===== src/rtl/spi_mst.sv =====
`default_nettype none
//------------------------------------------------------------------------------
// Module   : spi_mst
// Function : SPI mode-0 register-access master. Sends a 24-bit command frame,
//            then receives and checks a 24-bit response frame.
// Revision : 1.0
//------------------------------------------------------------------------------
module spi_mst #(
    parameter  int SCLK_DIV    = 2,
    parameter  int CSB_GAP_CYC = 16,
    localparam int REG_AW      = 7,
    localparam int REG_DW      = 8,
    localparam int REG_CRC_W   = 8
) (
    input  logic              i_clk,
    input  logic              i_rst,
    input  logic              i_wr_req,
    input  logic              i_rd_req,
    input  logic [REG_AW-1:0] i_addr,
    input  logic [REG_DW-1:0] i_wdata,
    output logic              o_busy,
    output logic              o_done,
    output logic [REG_DW-1:0] o_rdata,
    output logic              o_err,
    output logic [1:0]        o_err_type,
    output logic              o_spi_sclk,
    output logic              o_spi_csb,
    output logic              o_spi_mosi,
    input  logic              i_spi_miso
);

    localparam int FRAME_W = 1 + REG_AW + REG_DW + REG_CRC_W;
    localparam logic [7:0] DIV_LAST = 8'(SCLK_DIV - 1);
    localparam logic [7:0] GAP_LAST = 8'(CSB_GAP_CYC - 1);

    typedef enum logic [2:0] {
        ST_IDLE = 3'd0,
        ST_CMD  = 3'd1,
        ST_GAP  = 3'd2,
        ST_RSP  = 3'd3,
        ST_CHK  = 3'd4,
        ST_HOLD = 3'd5
    } state_t;

    // CRC-8, polynomial x^8+x^2+x+1, zero init, MSB first over 16 bits.
    function automatic logic [REG_CRC_W-1:0] crc16to8_parallel(input logic [15:0] d);
        logic [REG_CRC_W-1:0] c;
        logic                 fb;
        c = '0;
        for (int i = 15; i >= 0; i--) begin
            fb = c[7] ^ d[i];
            c  = {c[6:0], 1'b0} ^ (fb ? 8'h07 : 8'h00);
        end
        return c;
    endfunction

    state_t              state;
    logic [7:0]          div_cnt;
    logic [7:0]          gap_cnt;
    logic [4:0]          bit_cnt;
    logic                tail;
    logic [FRAME_W-1:0]  tx_sr;
    logic [FRAME_W-1:0]  rx_sr;
    logic                lat_wr;
    logic [REG_AW-1:0]   lat_addr;

    logic [REG_DW-1:0]   cmd_data;
    logic [15:0]         cmd_hi;
    logic [FRAME_W-1:0]  cmd_frame;
    logic                crc_bad;
    logic                id_bad;

    always_comb begin
        cmd_data  = i_wr_req ? i_wdata : '0;
        cmd_hi    = {i_wr_req, i_addr, cmd_data};
        cmd_frame = {cmd_hi, crc16to8_parallel(cmd_hi)};
        crc_bad   = crc16to8_parallel(rx_sr[23:8]) != rx_sr[7:0];
        id_bad    = (rx_sr[22:16] != lat_addr) || (rx_sr[23] != lat_wr);
    end

    always_ff @(posedge i_clk or posedge i_rst) begin
        if (i_rst) begin
            state      <= ST_IDLE;
            o_spi_csb  <= 1'b1;
            o_spi_sclk <= 1'b0;
            o_spi_mosi <= 1'b0;
            o_busy     <= 1'b0;
            o_done     <= 1'b0;
            o_err      <= 1'b0;
            o_err_type <= 2'b00;
            o_rdata    <= '0;
            div_cnt    <= '0;
            gap_cnt    <= '0;
            bit_cnt    <= '0;
            tail       <= 1'b0;
            tx_sr      <= '0;
            rx_sr      <= '0;
            lat_wr     <= 1'b0;
            lat_addr   <= '0;
        end else begin
            o_done     <= 1'b0;
            o_err      <= 1'b0;
            o_err_type <= 2'b00;
            case (state)
                ST_IDLE: begin
                    if (i_wr_req || i_rd_req) begin
                        lat_wr     <= i_wr_req;
                        lat_addr   <= i_addr;
                        tx_sr      <= cmd_frame;
                        o_spi_mosi <= cmd_frame[FRAME_W-1];
                        o_spi_csb  <= 1'b0;
                        o_busy     <= 1'b1;
                        div_cnt    <= '0;
                        bit_cnt    <= '0;
                        tail       <= 1'b0;
                        state      <= ST_CMD;
                    end
                end
                ST_CMD, ST_RSP: begin
                    if (div_cnt == DIV_LAST) begin
                        div_cnt <= '0;
                        if (tail) begin
                            // Trailing half period done: close the frame.
                            tail       <= 1'b0;
                            o_spi_csb  <= 1'b1;
                            o_spi_mosi <= 1'b0;
                            gap_cnt    <= '0;
                            if (state == ST_CMD) begin
                                state <= ST_GAP;
                            end else begin
                                state      <= ST_CHK;
                                o_done     <= 1'b1;
                                o_err      <= crc_bad | id_bad;
                                o_err_type <= {id_bad, crc_bad};
                                if (!lat_wr && !crc_bad && !id_bad)
                                    o_rdata <= rx_sr[15:8];
                            end
                        end else if (!o_spi_sclk) begin
                            o_spi_sclk <= 1'b1;
                            if (state == ST_RSP)
                                rx_sr <= {rx_sr[FRAME_W-2:0], i_spi_miso};
                        end else begin
                            o_spi_sclk <= 1'b0;
                            if (bit_cnt == 5'd23) begin
                                tail <= 1'b1;
                            end else begin
                                bit_cnt <= bit_cnt + 5'd1;
                                if (state == ST_CMD) begin
                                    tx_sr      <= {tx_sr[FRAME_W-2:0], 1'b0};
                                    o_spi_mosi <= tx_sr[FRAME_W-2];
                                end
                            end
                        end
                    end else begin
                        div_cnt <= div_cnt + 8'd1;
                    end
                end
                ST_GAP: begin
                    if (gap_cnt == GAP_LAST) begin
                        state      <= ST_RSP;
                        o_spi_csb  <= 1'b0;
                        o_spi_mosi <= 1'b0;
                        div_cnt    <= '0;
                        bit_cnt    <= '0;
                        rx_sr      <= '0;
                    end else begin
                        gap_cnt <= gap_cnt + 8'd1;
                    end
                end
                ST_CHK: begin
                    gap_cnt <= '0;
                    state   <= ST_HOLD;
                end
                ST_HOLD: begin
                    if (gap_cnt == GAP_LAST) begin
                        state  <= ST_IDLE;
                        o_busy <= 1'b0;
                    end else begin
                        gap_cnt <= gap_cnt + 8'd1;
                    end
                end
                default: state <= ST_IDLE;
            endcase
        end
    end

endmodule
`default_nettype wire


===== config.mk =====
export PLATFORM = sky130hd
export DESIGN_NAME = spi_mst
export DESIGN_NICKNAME = d
export VERILOG_FILES = /design/src/rtl/spi_mst.sv
export SDC_FILE = /design/constraint.sdc
export NUM_CORES = 1
export LEC_CHECK = 0
export ABC_AREA = 1
export CORE_AREA = 2 2 92 129
export DETAILED_ROUTE_END_ITERATION = 7
export DIE_AREA = 0 0 94 131
export PLACE_DENSITY = 0.8
export SYNTH_ARGS = -nofsm -noshare
export SYNTH_HDL_FRONTEND = slang
export SYNTH_SLANG_ARGS = --single-unit

===== constraint.sdc =====
create_clock -name i_clk -period 5.58 [get_ports i_clk]
set_input_delay 1.674 -clock i_clk [delete_from_list [all_inputs] [get_ports i_clk]]
set_output_delay 1.674 -clock i_clk [all_outputs]
set_load 0.05 [all_outputs]

==> metrics.md <==
| Metric | Value |
|---|---|
| DRC viols | 0 |
| Clock tree buffer depth | 2 |
| Multi-input gate area | 3050 sq um |
| Clock sink count | between 90 and 100 |
| Clock Latency Late Sink | 0.36 ns |
| Crit-path max FO | 25 |
| Critical path class | in2reg |
| Top post-synthesis cells by area | dfrtp_1, nand2_1, o21ai_0, nand3_1, inv_1 |
| Die extent in y | 131 um |
| Most frequent cell after synthesis | nand2_1 |
| Postcts setup bufs | 0 |
| Detailed-route via count | between 5,000 and 6,000 |
| Largest net degree at the start of global routing | 63 |
| Post-layout min period | 4.09 ns |
| Final setup viols | 0 |
| Yosys cell types | 45 |
| RSZ-0062 raised after global routing | no |
| Pleak | 3.30 nW |
| WL/cell | 13.6 um |
| Nets | 843 |
| Hold Path Class | reg2reg |
| Compound-Gate Fraction of Synth Area | 0.110 |
| Number of diodes | 0 |
| Post-synth EDFFs | 0 |
| FFs w/ async S/R, synth | 1.00 |
| Sequential cell area | approximately 2400 sq um |
| Dominant synthesized flop cell | dfrtp_1 |
| Synthesized cell area | 5980 sq um |
| Largest area contributor in the netlist | dfrtp_1 |
| Post-DRT Antenna Nets | 0 |
| Worst slew pin tran | between 0.8 and 0.9 ns |
| Top delay family on crit path | buffers and inverters |
| Number of vias per cell | 5.31 |
| Status | completed |
| Skew final | 0.0108 ns |
| Clock slew at reported path FFs | 0.07 ns |
| Core area | 11,200 sq um |
| DP Wirelength | approximately 9.7 mm |
| Max cap viols | 0 |
| Post-synth top area share | 0.397 |
| Post-layout util | 0.597 |
| Stages on worst setup path | 8 |
| Critical Path AT | 4.37 ns |
| Root Buffer | clkbuf_16 |
| Num rows | 46 |
| Worst path max stage delay | 0.83 ns |
| Startpoint types | primary input |
| Worst path bufs/invs | 2 |
| Initial Util | 0.533 |
| Inserted Clock Buffers | 9 |
| Commonest cells post-synth | nand2_1, dfrtp_1, inv_1, o21ai_0, nand3_1 |
| Yosys reg bits | 96 |
| Initial DRC Count | 295 |
| Mapped Cells | 795 |
| Die area | 12,300 sq um |
| Syn Area/Cell | 7.53 sq um |
| Critical-path cell list | clkdlybuf4s50_1 -> or2_2 -> nor2_1 -> nor4_1 -> nand3_1 -> inv_2 -> o21ai_0 -> o21ai_0 |
| Period Utilization, post-route | 0.733 |
| Hold depth | 2 |
| Synth Net Count | 819 |
| Pwr dens | between 400 and 500 nW/um^2 |
| CP Data Required Time | between 5 and 6 ns |
| Share of post-route cells with drive strength above 1 | 0.109 |
| Drt first pass iters | 5 |
| Number of global-route vias before repair | 4,970 |
| YS warnings | 0 |
| Final-report hold violation count | 0 |
| H-tree Lvls | 3 |
| Total track usage | 0.234 |
| Most used cell, CP | o21ai_0 |
| # fillers | 1,020 |
| First-pass GRT wire length | 22.8 mm |
| Seq/Total Area, Yosys | 0.402 |
| CP Capture Type | register |
| Maximum vdd ir drop | 0.000191 V |
| Mux contribution to synthesized area | 0 |
| Routability cong. | 0.898 |
| Largest family of logic cells by synthesized area | simple AND/OR/NAND/NOR gates |
| TritonCTS clock tree | yes |
| Relative slew margins | 0.435 |
| Fmax | 244 MHz |
| TNS Setup | 0 ns |
| Post-synthesis adder-cell area fraction | 0.00836 |
| CP max-delay cell | clkdlybuf4s50_1 |
| Final max-slew violation count | 0 |
| Xor/xnor share of the synthesized area | 0.0748 |
| Initial antenna violation count | 0 |
| PostCTS Resize Cnt | 0 |
| FF-to-FF path depth | 9 |
| IO Count | 36 |
| Post-Route WL | 13.2 mm |
| GRT Residual Overflow | 0 |
| Layout area overhead | 12.0% |
| Die span in x | 94 um |
| Port bufs | 35 |
| Post-Synth Simple-Gate Area | 0.318 |
| Hold Buf Count CTS | 0 |
-- state kept, by name, summed over array words and instances (netlist names) --
signal and count:
o_spi_mosi 1, div_cnt 8, o_done 1, o_rdata 8, tail 1, rx_sr 24
o_err 1, o_spi_sclk 1, o_spi_csb 1, gap_cnt 8, lat_wr 1, o_busy 1
state 3, tx_sr 23, lat_addr 7, bit_cnt 5, o_err_type 2
-- final timing paths --
path | start | slack (ns) | endpoint
min | o_rdata[0]$_DFFE_PP0P_ | 0.48 | o_rdata[0]$_DFFE_PP0P_
max | i_wr_req | 1.49 | tx_sr[5]$_DFFE_PP0P_
min reg2reg | o_rdata[0]$_DFFE_PP0P_ | 0.48 | o_rdata[0]$_DFFE_PP0P_
max reg2reg | state[0]$_DFFE_PP0P_ | 2.45 | tx_sr[20]$_DFFE_PP0P_
max in group asynchronous | i_rst | 2.97 | o_spi_csb$_DFFE_PP1P_
min in group asynchronous | i_rst | 1.80 | o_done$_DFF_PP0_
-- metrics by stage --
step / total power, W / hold WS (ns) / instance area (sq um) / worst slack, ns / instances
after floorplan: 0.00200 / 0.444 / 5980 / 1.40 / 795
after CTS: 0.00294 / 0.481 / 6700 / 1.45 / 968
after global routing: 0.00315 / 0.493 / 6700 / 1.13 / 968
after global placement: 0.00224 / 0.458 / 6390 / 1.15 / 952
after detailed placement: 0.00227 / 0.462 / 6390 / 1.04 / 952
final: 0.00292 / 0.476 / 6700 / 1.49 / 968
-- power breakdown --
part | internal [W] | total, W | switching [W]
registers | 0.000883 | 0.00102 | 0.000136
logic | 0.000391 | 0.00125 | 0.000856
clock network | 0.000357 | 0.000656 | 0.000299
total | 0.00163 | 0.00292 | 0.00129
-- final cells by class --
type	count	area share
clock inverter	7	0.0129
multi-input combinational	574	0.456
clock buffer	9	0.0336
timing repair buffer	37	0.0545
sequential	96	0.359
inverter	101	0.0577
tap	144	0.0269
-- kinds of logic (layout without fill, tap and decap cells) --
group	Yosys count	after routing
buffers and inverters	125	154
AOI/OAI and AO/OA	121	121
adders and majority gates	4	4
xor gates and xnor gates	46	46
DFF	96	96
and+or+nand+nor	403	403
-- worst min-delay path, stage by stage (launching register included) --
cell	delay (ns)
dfrtp_1	0.35
nand2_1	0.05
nand2_1	0.04
-- routing by layer --
layer  wire (um)  vias up  GRT usage
met5           0        -          0
met4         425        0      0.104
met1        5520     2401      0.277
li1            -     2600          -
met3         357       27     0.0350
met2        6900      112      0.420
-- cells in the final DEF (no fill, tap or decap), types with 9 or more instances in the layout --
master | netlist | layout
dfrtp_1 | 95 | 95
xor2_1 | 28 | 28
nand4_1 | 10 | 10
clkdlybuf4s50_1 | 0 | 35
nor2_1 | 47 | 47
o21ai_0 | 78 | 78
inv_2 | 19 | 19
nand3_1 | 65 | 65
inv_1 | 80 | 79
a21oi_1 | 17 | 17
xnor2_1 | 12 | 12
clkbuf_16 | 0 | 9
nand2_2 | 18 | 18
nand2_1 | 228 | 228
No activity file was read; power rests on OpenSTA's default activity.
